<file path="src/rtl/stage_pkg.sv">
// Shared types and LFSR helper for the sequence stage.
package stage_pkg;

   typedef enum logic [2:0] {StIdle, StGen, StArmed, StPass, StFail} stage_state_e;

   localparam int unsigned LfsrMaxW        = 64;
   localparam logic [15:0] DefaultLfsrTaps = 16'hB400;
   localparam logic [15:0] DefaultSeed     = 16'hACE1;

   // Galois right-shift step; callers zero-extend narrower states.
   function automatic logic [LfsrMaxW-1:0] lfsr_next(input logic [LfsrMaxW-1:0] state,
                                                     input logic [LfsrMaxW-1:0] taps);
      return (state >> 1) ^ (state[0] ? taps : '0);
   endfunction

endpackage

</file>
<file path="src/rtl/lfsr_galois.sv">
// Loadable Galois LFSR; load has priority over step.
module lfsr_galois
   import stage_pkg::*;
#(
   parameter int unsigned       LFSR_W = 16,
   parameter logic [LFSR_W-1:0] TAPS   = DefaultLfsrTaps,
   parameter logic [LFSR_W-1:0] SEED   = DefaultSeed
) (
   input  logic              clk,
   input  logic              rst,
   input  logic              load,
   input  logic [LFSR_W-1:0] load_val,
   input  logic              step,
   output logic [LFSR_W-1:0] value
);

   logic [LFSR_W-1:0] value_q;

   always_ff @(posedge clk) begin
      if (rst) begin
         value_q <= SEED;
      end else if (load) begin
         value_q <= load_val;
      end else if (step) begin
         value_q <= LFSR_W'(lfsr_next(LfsrMaxW'(value_q), LfsrMaxW'(TAPS)));
      end
   end

   assign value = value_q;

endmodule

</file>
<file path="src/rtl/sequence_stage.sv">
// Bomb-lab sequence stage: generates a code table from an LFSR, then checks presses in order.
module sequence_stage
   import stage_pkg::*;
#(
   parameter int unsigned       SEQ_LEN      = 8,
   parameter int unsigned       CODE_W       = 4,
   parameter int unsigned       LFSR_W       = 16,
   parameter logic [LFSR_W-1:0] LFSR_TAPS    = DefaultLfsrTaps,
   parameter logic [LFSR_W-1:0] DEFAULT_SEED = DefaultSeed,
   parameter int unsigned       MAX_STRIKES  = 3,
   parameter int unsigned       TIMEOUT_CYC  = 0
) (
   input  logic                             clk,
   input  logic                             rst,
   input  logic                             start,
   input  logic [LFSR_W-1:0]                seed_in,
   input  logic                             btn_valid,
   input  logic [CODE_W-1:0]                btn_code,
   output logic                             busy,
   output logic                             armed,
   output logic [$clog2(SEQ_LEN+1)-1:0]     progress,
   output logic [$clog2(MAX_STRIKES+1)-1:0] strikes,
   output logic [CODE_W-1:0]                exp_code,
   output logic                             success,
   output logic                             failure
);

   localparam int unsigned IdxW   = $clog2(SEQ_LEN);
   localparam int unsigned ProgW  = $clog2(SEQ_LEN + 1);
   localparam int unsigned StrW   = $clog2(MAX_STRIKES + 1);
   localparam int unsigned TimerW = (TIMEOUT_CYC == 0) ? 1 : $clog2(TIMEOUT_CYC + 1);

   stage_state_e      state_q, state_d;
   logic [IdxW-1:0]   idx_q, idx_d;
   logic [ProgW-1:0]  progress_q, progress_d;
   logic [StrW-1:0]   strikes_q, strikes_d;
   logic [TimerW-1:0] timer_q, timer_d;
   logic [CODE_W-1:0] exp_code_q, exp_code_d;
   logic [CODE_W-1:0] seq_table_q [SEQ_LEN-1:0];

   logic              lfsr_load, lfsr_step, do_start, strike;
   logic [LFSR_W-1:0] lfsr_val, lfsr_seed;
   logic [CODE_W-1:0] gen_code;

   assign lfsr_seed = (seed_in == '0) ? DEFAULT_SEED : seed_in;
   // Table entry is the post-step LFSR value, matching what the LFSR holds next cycle.
   assign gen_code  = CODE_W'(lfsr_next(LfsrMaxW'(lfsr_val), LfsrMaxW'(LFSR_TAPS)));

   lfsr_galois #(
      .LFSR_W (LFSR_W),
      .TAPS   (LFSR_TAPS),
      .SEED   (DEFAULT_SEED)
   ) u_lfsr (
      .clk      (clk),
      .rst      (rst),
      .load     (lfsr_load),
      .load_val (lfsr_seed),
      .step     (lfsr_step),
      .value    (lfsr_val)
   );

   always_ff @(posedge clk) begin
      if (rst) begin
         state_q    <= StIdle;
         idx_q      <= '0;
         progress_q <= '0;
         strikes_q  <= '0;
         timer_q    <= '0;
         exp_code_q <= '0;
      end else begin
         state_q    <= state_d;
         idx_q      <= idx_d;
         progress_q <= progress_d;
         strikes_q  <= strikes_d;
         timer_q    <= timer_d;
         exp_code_q <= exp_code_d;
      end
   end

   always_ff @(posedge clk) begin
      if (!rst && state_q == StGen) begin
         seq_table_q[idx_q] <= gen_code;
      end
   end

   always_comb begin
      state_d    = state_q;
      idx_d      = idx_q;
      progress_d = progress_q;
      strikes_d  = strikes_q;
      timer_d    = timer_q;
      lfsr_load  = 1'b0;
      lfsr_step  = 1'b0;
      strike     = 1'b0;
      do_start   = start && (state_q != StGen);
      if (do_start) begin
         state_d    = StGen;
         idx_d      = '0;
         progress_d = '0;
         strikes_d  = '0;
         timer_d    = '0;
         lfsr_load  = 1'b1;
      end else begin
         unique case (state_q)
            StGen: begin
               lfsr_step = 1'b1;
               if (idx_q == IdxW'(SEQ_LEN - 1)) begin
                  idx_d   = '0;
                  state_d = StArmed;
               end else begin
                  idx_d = idx_q + IdxW'(1);
               end
            end
            StArmed: begin
               // A press wins over a coincident timer expiry.
               if (btn_valid) begin
                  timer_d = '0;
                  if (btn_code == exp_code_q) begin
                     progress_d = progress_q + ProgW'(1);
                     if (progress_q == ProgW'(SEQ_LEN - 1)) begin
                        state_d = StPass;
                     end
                  end else begin
                     strike = 1'b1;
                  end
               end else if (TIMEOUT_CYC != 0) begin
                  if (timer_q == TimerW'(TIMEOUT_CYC - 1)) begin
                     timer_d = '0;
                     strike  = 1'b1;
                  end else begin
                     timer_d = timer_q + TimerW'(1);
                  end
               end
               if (strike) begin
                  progress_d = '0;
                  if (strikes_q >= StrW'(MAX_STRIKES - 1)) begin
                     strikes_d = StrW'(MAX_STRIKES);
                     state_d   = StFail;
                  end else begin
                     strikes_d = strikes_q + StrW'(1);
                  end
               end
            end
            default: ;
         endcase
      end
      exp_code_d = (state_d == StArmed) ? seq_table_q[IdxW'(progress_d)] : '0;
   end

   always_comb begin
      busy     = (state_q == StGen);
      armed    = (state_q == StArmed);
      success  = (state_q == StPass);
      failure  = (state_q == StFail);
      progress = progress_q;
      strikes  = strikes_q;
      exp_code = exp_code_q;
   end

endmodule

</file>
<file path="config.mk">
export PLATFORM = sky130hd
export DESIGN_NAME = sequence_stage
export DESIGN_NICKNAME = d
export VERILOG_FILES = /design/src/rtl/stage_pkg.sv /design/src/rtl/lfsr_galois.sv /design/src/rtl/sequence_stage.sv
export SDC_FILE = /design/constraint.sdc
export NUM_CORES = 1
export LEC_CHECK = 0
export CAP_MARGIN = 30
export CORE_MARGIN = 4
export CORE_UTILIZATION = 59
export DETAILED_ROUTE_END_ITERATION = 10
export PLACE_DENSITY = 0.89
export SYNTH_ARGS = -nofsm -noshare
export SYNTH_HDL_FRONTEND = slang
export SYNTH_SLANG_ARGS = --single-unit
</file>
<file path="constraint.sdc">
create_clock -name clk -period 5.3 [get_ports clk]
set_clock_uncertainty 0.1 [all_clocks]
set_input_delay 0.795 -clock clk [delete_from_list [all_inputs] [get_ports clk]]
set_output_delay 0.795 -clock clk [all_outputs]
set_load 0.03 [all_outputs]
</file>
==> reports/results.tsv, run 1 <==
metric	value	unit
worstPathMaxFanout	24	
drive_above_1_share	0.0581	
post_cts_buffers	0	
core	4850	um^2
cts_tree	yes	
synth-seq-cells	64	
worst_slew_pin_slew	0.781	ns
cap_violations	0	
die-area	6340	um^2
final.period_utilization	0.708	
hp-class	register to register	
required	4.41	ns
io_buffers	37	
async_flop_share	0	
syn_avg_cell_area	10.9	um^2
clk_latency	0.33	ns
clkTransAtPathRegs	0.07	ns
synth_edf_count	32	
fp-row-count	25	
syn_to_final_growth	16.6	%
setup_violations	0	
antennaDiodeCount	0	
hold_slack	0.374	ns
vias	2328	
rsz0062_at_grt	no	
critPathCaptureType	primary output	
finalHoldViolations	0	
grt_use_total	0.211	
clock_path_buffers	2	
die_y	79.6	um
cts_buffers	9	
post-place-cells	361	
drcViolationCount	0	
drt-total-wl	6.22	mm
tns	0	ns
gp_congestion	0.815	
io_pins	38	
postRouteAntennaNets	0	
slowest_stage	clkdlybuf4s50_1	
fin_nets	332	
critPathMaxStageDelay	0.78	ns
syn_inst	278	
power_density	277	nW/um^2
arrival	2.86	ns
r2r_slack	2.29	ns
cts-root-buf	clkbuf_8	
routedWlPerCell	16.5	um
grt_max_degree	26	
first_pass_iters	5	
initial_core_util	0.624	
crit_type	register to primary output	
syn_area	3020	um^2
p_leak	1.24	nW
ys_types	47	
antenna_found_initial	0	
dr.first_iter.drc_count	130	
via_per_inst	6.18	
htree_levels	3	
place_hpwl	4.37	mm
dieWidth	79.6	um
max-vdd-ir-drop	182	uV
layout.cells.non_filler	377	
timing.critical_path.buf_inv	2	
grt_overflow	0	
grt_pass1_wl	10.3	mm
synth_ff_type	edfxtp_1	
yosysWarnings	0	
min_period	3.75	ns
crit_chain	or3b_2 -> inv_1 -> clkdlybuf4s50_1	
holdBufCountCts	0	
synth_nets	305	
path_delay_family	buffers and inverters	
grt_pass1_vias	2176	
cts.sinks	64	
ctsResizeCount	0	
status	finished clean	
clock.fmax	266	MHz
ys_seq_area_frac	0.530	
slew_headroom	0.478	
slew_viol_final	0	
start_kind	register	
power	0.978	mW
## flip-flops by register name (all words and copies together) (netlist names)
| name | flops |
|---|---|
| seq_table_q | 32 |
| u_lfsr.value | 16 |
| exp_code | 4 |
| progress | 4 |
| idx_q | 3 |
| state_q | 3 |
| strikes | 2 |
## layout make-up
cell class,count,area [um^2]
clock buffers,12,145
clock inverters,4,20.0
fillers,335,1320
inverters,6,22.5
multi-input cells,186,1280
flip-flops and latches,64,1600
well taps,67,83.8
repair buffers,38,378
## cell usage in the layout, fill, tap and decap left out, types with 3 or more instances in the layout
cell type,count
nand3_1,4
mux2i_1,16
nor3_1,7
xnor2_1,5
edfxtp_1,32
xor2_1,4
clkdlybuf4s50_1,37
a21oi_1,8
ha_1,3
a211o_1,12
nor3b_1,6
a211oi_1,15
o311ai_0,4
dfxtp_1,32
clkbuf_8,10
nand2_1,13
a221oi_1,5
inv_1,6
nand4_1,5
nor4_1,5
o22ai_1,8
nor2_1,36
or3_1,3
## path summary, 6_finish.rpt
kind / from / endpoint / cells after the start
worst max register to register: state_q[0]$_SDFF_PP0_ / seq_table_q[5][0]$_DFFE_PP_ / 4
worst max-delay path: state_q[0]$_SDFF_PP0_ / busy / 3
worst min register to register: u_lfsr.value[7]$_SDFFE_PP1P_ / u_lfsr.value[6]$_SDFFE_PP1P_ / 1
worst min-delay path: u_lfsr.value[7]$_SDFFE_PP1P_ / u_lfsr.value[6]$_SDFFE_PP1P_ / 1
## cells in the mapped netlist (2+ instances only)
master / instances / area share
nand3b_1: 2 / 0.0050
xor2_1: 4 / 0.012
ha_1: 3 / 0.012
nor3_1: 7 / 0.012
a211oi_1: 15 / 0.037
or3_1: 3 / 0.0062
o21a_1: 2 / 0.0050
dfxtp_1: 32 / 0.21
xnor2_1: 5 / 0.014
a211o_1: 12 / 0.035
a21oi_1: 8 / 0.013
o22ai_1: 8 / 0.017
nor4_1: 5 / 0.010
buf_6: 3 / 0.011
nand3_1: 4 / 0.0066
edfxtp_1: 32 / 0.32
mux2i_1: 16 / 0.053
a221oi_1: 5 / 0.014
nor2_1: 36 / 0.045
nor3b_1: 6 / 0.015
a41oi_1: 2 / 0.0058
buf_1: 2 / 0.0025
clkbuf_1: 14 / 0.017
inv_1: 6 / 0.0074
nor2b_1: 2 / 0.0041
buf_2: 2 / 0.0033
o311ai_0: 4 / 0.012
nand4_1: 5 / 0.010
and2_1: 2 / 0.0041
nand2_1: 13 / 0.016
a31oi_1: 2 / 0.0041
## cells by family after synthesis
family / share of synthesized area
simple gates: 0.169
compound gates: 0.162
flops: 0.530
buf+inv: 0.0484
mux: 0.0530
xor+xnor: 0.0261
fa+ha+maj: 0.0124
## where the power goes
part / leakage (nW) / internal [mW] / switching (mW)
clock network: 0.0815 / 0.179 / 0.172
logic: 0.602 / 0.0369 / 0.0365
registers: 0.556 / 0.536 / 0.0170
## per-stage QoR
step                      area [um^2]  setup slack [ns]   util
final                            3530              1.55  0.727
after global routing             3530              1.36  0.727
after CTS                        3530              1.57  0.727
after detailed placement         3360              1.75  0.693
after global placement           3360              1.86  0.693
after floorplan                  3020              2.74      -
## per-layer routing
| metal | track usage | part of all wire | vias to the layer above |
|---|---|---|---|
| li1 | - | - | 1110 |
| met1 | 0.271 | 0.44 | 1114 |
| met2 | 0.341 | 0.49 | 97 |
| met3 | 0.0485 | 0.066 | 7 |
| met4 | 0.0876 | 0.010 | 0 |
| met5 | 0 | 0 | - |
No activity file was read; power rests on OpenSTA's default activity.
==> inputs of run 2 (changes only) <==
--- a/config.mk
+++ b/config.mk
@@ -7,9 +7,9 @@
 export LEC_CHECK = 0
 export CAP_MARGIN = 30
 export CORE_MARGIN = 4
-export CORE_UTILIZATION = 59
+export CORE_UTILIZATION = 50
 export DETAILED_ROUTE_END_ITERATION = 10
-export PLACE_DENSITY = 0.89
+export PLACE_DENSITY = 0.81
 export SYNTH_ARGS = -nofsm -noshare
 export SYNTH_HDL_FRONTEND = slang
 export SYNTH_SLANG_ARGS = --single-unit
==> constraint.sdc (replaced) <==
create_clock -name clk -period 3.1 [get_ports clk]
set_clock_uncertainty 0.1 [all_clocks]
set_input_delay 0.465 -clock clk [delete_from_list [all_inputs] [get_ports clk]]
set_output_delay 0.465 -clock clk [all_outputs]
set_load 0.03 [all_outputs]
==> run 2 against run 1 <==
Worst setup slack got worse by 1.4 ns. Largest cell class unchanged. Cell area grew 4.2%. Power rose by 96%. Count of clock-buffer cells in the layout down 2. Global-route usage shrank 2.7 points. Largest power group unchanged. Sequential cell count is the same. First-iteration DRC count is 12% lower. Register-to-register slack got worse by 2.0 ns. Critical endpoint unchanged.
==> reports/results.tsv, run 2 (synthesis gave the netlist of run 1 again) <==
metric	value	unit
status	finished clean	
min_period	2.98	ns
grt_pass1_vias	2241	
worstPathMaxFanout	13	
crit_chain	or3b_2 -> inv_1 -> clkdlybuf4s50_1	
dr.first_iter.drc_count	115	
p_leak	1.31	nW
grt_pass1_wl	10.5	mm
regMostFlops	seq_table_q	
htree_levels	3	
cts-root-buf	clkbuf_8	
grt_use_total	0.184	
cts.sinks	64	
layout_commonest_cell	clkdlybuf4s50_1	
fin_nets	340	
grt_overflow	0	
syn_to_final_growth	21.6	%
clkTransAtPathRegs	0.08	ns
grt_max_degree	18	
drt-total-wl	6.39	mm
routedWlPerCell	16.3	um
critPathMaxStageDelay	0.71	ns
slew_viol_final	0	
path_delay_family	buffers and inverters	
arrival	2.41	ns
cts_buffers	9	
cts_tree	yes	
io_pins	38	
clock.fmax	336	MHz
antennaDiodeCount	0	
crit_type	register to primary output	
power	1.91	mW
ctsResizeCount	0	
hp-class	register to register	
holdBufCountCts	0	
post_cts_buffers	0	
io_buffers	37	
final.period_utilization	0.960	
clk_latency	0.34	ns
setup_violations	0	
slew_headroom	0.541	
required	2.53	ns
timing.critical_path.buf_inv	2	
place_hpwl	4.57	mm
postRouteAntennaNets	0	
worst_slew_pin_slew	0.686	ns
critPathCaptureType	primary output	
vias	2313	
core	5890	um^2
die_y	85.8	um
n_fill_cell	467	
first_pass_iters	4	
slowest_stage	clkdlybuf4s50_1	
dieWidth	85.8	um
power_density	520	nW/um^2
via_per_inst	5.89	
worst_slack	0.124	ns
layout_common_cells	clkdlybuf4s50_1, nor2_1, dfxtp_1, edfxtp_1, mux2i_1	
drcViolationCount	0	
antenna_found_initial	0	
finalHoldViolations	0	
place_worst_setup_slack	-0.00920	ns
clock_path_buffers	2	
gp_congestion	0.836	
cap_violations	0	
initial_core_util	0.514	
start_kind	register	
die-area	7360	um^2
fp-row-count	28	
drive_above_1_share	0.0975	
largest_register_ffs	32	
max-vdd-ir-drop	378	uV
rsz0062_at_grt	no	
run 2: power by group:
part | leakage [nW] | internal (mW) | switching, mW | total [mW]
registers | 0.556 | 0.916 | 0.0287 | 0.945
logic | 0.640 | 0.0668 | 0.0642 | 0.131
clock network | 0.118 | 0.502 | 0.334 | 0.836
total | 1.31 | 1.49 | 0.427 | 1.91
run 2: layout make-up:
class | count | area, um^2 | area share
clock buffers | 10 | 149 | 0.0405
clock inverters | 6 | 90.1 | 0.0245
inverters | 6 | 22.5 | 0.00613
multi-input cells | 186 | 1280 | 0.349
flip-flops and latches | 64 | 1600 | 0.436
well taps | 75 | 93.8 | 0.0255
repair buffers | 46 | 438 | 0.119
run 2: path summary, 6_finish.rpt:
path / startpoint / endpoint / slack (ns) / cells after the start
worst max-delay path: state_q[0]$_SDFF_PP0_ / busy / 0.12 / 3
worst min-delay path: u_lfsr.value[7]$_SDFFE_PP1P_ / u_lfsr.value[6]$_SDFFE_PP1P_ / 0.38 / 1
worst max register to register: idx_q[0]$_SDFFE_PP0P_ / exp_code[2]$_SDFF_PP0_ / 0.33 / 8
worst min register to register: u_lfsr.value[7]$_SDFFE_PP1P_ / u_lfsr.value[6]$_SDFFE_PP1P_ / 0.38 / 1
run 2: per-layer routing:
layer,track usage,routed length (um),vias up
li1,-,-,1126
met1,0.222,2810,1100
met2,0.294,3040,72
met3,0.0567,390,15
met4,0.0993,148,0
met5,0,0,-
run 2: metrics by stage:
stage | util | instance area (um^2) | hold WS [ns] | TNS, ns | std cells
3_5_place_dp | 0.583 | 3430 | 0.359 | -0.00920 | 377
2_1_floorplan | - | 3020 | 0.335 | 0 | 278
3_3_place_gp | 0.583 | 3430 | 0.345 | 0 | 377
6_report | 0.625 | 3680 | 0.380 | 0 | 393
4_1_cts | 0.624 | 3670 | 0.378 | 0 | 393
5_1_grt | 0.625 | 3680 | 0.404 | 0 | 393
==> inputs of run 3 (changes only) <==
--- a/config.mk
+++ b/config.mk
@@ -7,9 +7,9 @@
 export LEC_CHECK = 0
 export CAP_MARGIN = 30
 export CORE_MARGIN = 4
-export CORE_UTILIZATION = 50
+export CORE_UTILIZATION = 59
 export DETAILED_ROUTE_END_ITERATION = 10
-export PLACE_DENSITY = 0.81
+export PLACE_DENSITY = 0.89
 export SYNTH_ARGS = -nofsm -noshare
 export SYNTH_HDL_FRONTEND = slang
 export SYNTH_SLANG_ARGS = --single-unit
==> constraint.sdc (replaced) <==
create_clock -name clk -period 3.5 [get_ports clk]
set_clock_uncertainty 0.1 [all_clocks]
set_input_delay 0.525 -clock clk [delete_from_list [all_inputs] [get_ports clk]]
set_output_delay 0.525 -clock clk [all_outputs]
set_load 0.03 [all_outputs]
==> run 3 against run 2 <==
Via count up 2.1%. Sequential cell count unchanged. Sequential power down 11%. Critical path depth up 5. Clock power down 2.6%. Count of clock-buffer cells in the layout unchanged. Non-clock buffer count down 3. Largest cell class unchanged. Highest routed layer unchanged.
==> reports/results.tsv, run 3 (synthesis gave the netlist of run 1 again) <==
metric	value	unit
comb_power_share	0.065	
r2r-start	idx_q[0]$_SDFFE_PP0P_	
initial_core_util	0.624	
layout.cells.non_filler	382	
start_kind	register	
slew_viol_final	0	
grt_pass1_vias	2332	
finalHoldViolations	0	
intPower	1.41	mW
r2r_slack	0.42	ns
cts-root-buf	clkbuf_8	
ctsResizeCount	0	
hold_slack	0.366	ns
dieWidth	79.6	um
drt-total-wl	6.57	mm
p_clk_frac	0.461	
hp-class	register to register	
die_y	79.6	um
cts_buffers	9	
r2r_cells	8	
via_per_inst	6.18	
vias	2361	
worst_slew_pin_slew	0.831	ns
seqPwrFrac	0.474	
min_period	3.08	ns
worstPathMaxFanout	10	
status	finished clean	
crit_end	exp_code[2]$_SDFF_PP0_	
syn_to_final_growth	21.0	%
grt_pass1_wl	11.2	mm
tns	0	ns
io_buffers	37	
cts_tree	yes	
slew_headroom	0.444	
core	4850	um^2
drive_above_1_share	0.0794	
place_worst_setup_slack	0.363	ns
fp-row-count	25	
p_leak	1.31	nW
dr.first_iter.drc_count	202	
post-place-cells	366	
gp_congestion	0.859	
clkTransAtPathRegs	0.07	ns
antenna_found_initial	0	
grt_overflow	0	
grt_use_total	0.231	
die-area	6340	um^2
first_pass_iters	5	
critPathLaunch	idx_q[0]$_SDFFE_PP0P_	
cts.sinks	64	
cap_violations	0	
critPathCaptureType	register	
antennaDiodeCount	0	
regMostFlops	seq_table_q	
holdBufCountCts	0	
io_pins	38	
worst_slack	0.418	ns
post_cts_buffers	0	
clock_path_buffers	2	
layout_commonest_cell	clkdlybuf4s50_1	
grt_max_degree	25	
switching_share	0.201	
arrival	3.20	ns
power_density	483	nW/um^2
clock.fmax	325	MHz
drcViolationCount	0	
htree_levels	3	
layout_common_cells	clkdlybuf4s50_1, nor2_1, dfxtp_1, edfxtp_1, mux2i_1	
r2r_end	exp_code[2]$_SDFF_PP0_	
max-vdd-ir-drop	314	uV
final.period_utilization	0.880	
power	1.77	mW
setup_violations	0	
crit_type	register to register	
routedWlPerCell	17.2	um
fin_nets	337	
clk_latency	0.33	ns
place_hpwl	4.58	mm
required	3.62	ns
rsz0062_at_grt	no	
postRouteAntennaNets	0	
p_sw	0.354	mW
largest_register_ffs	32	
-- run 3: changes by cell type in the layout (fill, tap and decap cells not counted), sizes merged --
cell / previous run / this run
clkinv: 3 / 1
buf: 9 / 6
bufinv: 2 / 4
-- run 3: power groups by stage --
stage	clock (mW)	sequential (mW)	combinational (mW)
3_5_place_dp	0	0.854	0.114
4_1_cts	0.825	0.838	0.115
3_3_place_gp	0	0.852	0.111
5_1_grt	0.872	0.840	0.128
2_1_floorplan	0	0.840	0.0727
6_report	0.814	0.838	0.115
-- run 3: worst min path at each step --
| stage | cells past startpoint | slack [ns] | startpoint | to |
|---|---|---|---|---|
| finish | 1 | 0.37 | u_lfsr.value[6]$_SDFFE_PP1P_ | u_lfsr.value[5]$_SDFFE_PP1P_ |
| global route | 1 | 0.38 | u_lfsr.value[6]$_SDFFE_PP1P_ | u_lfsr.value[5]$_SDFFE_PP1P_ |
| CTS | 1 | 0.37 | u_lfsr.value[6]$_SDFFE_PP1P_ | u_lfsr.value[5]$_SDFFE_PP1P_ |
| detailed placement | 1 | 0.36 | u_lfsr.value[6]$_SDFFE_PP1P_ | u_lfsr.value[5]$_SDFFE_PP1P_ |
| global placement | 1 | 0.35 | u_lfsr.value[7]$_SDFFE_PP1P_ | u_lfsr.value[6]$_SDFFE_PP1P_ |
| floorplan | 1 | 0.33 | u_lfsr.value[12]$_SDFFE_PP0P_ | u_lfsr.value[11]$_SDFFE_PP1P_ |
-- run 3: critical path: stages, from the launching register on --
cell       delay [ns]
dfxtp_1          0.53
ha_1             0.22
ha_1             0.21
and4bb_2         0.26
nor2_1           0.06
a2111oi_1        0.76
o311ai_0         0.30
a211o_1          0.29
a221oi_1         0.25
-- run 3: layout make-up --
class	instances	area, um^2
Clock buffer	10	128
Tap cell	67	83.8
Clock inverter	6	131
Sequential cell	64	1600
Fill cell	324	1190
Inverter	6	22.5
Multi-Input combinational cell	186	1280
Timing Repair Buffer	43	415
-- run 3: per-stage QoR --
step / area, um^2 / utilization
2_1_floorplan: 3020 / -
3_5_place_dp: 3400 / 0.701
3_3_place_gp: 3400 / 0.701
4_1_cts: 3660 / 0.755
5_1_grt: 3660 / 0.755
6_report: 3660 / 0.755
-- run 3: metal layers --
metal | share of wire | vias to the layer above | wire length, um | global-route usage
met4 | 0.020 | 0 | 130 | 0.115
met2 | 0.48 | 114 | 3180 | 0.361
met3 | 0.076 | 14 | 502 | 0.0542
met5 | 0 | - | 0 | 0
met1 | 0.42 | 1116 | 2750 | 0.298
li1 | - | 1117 | - | -
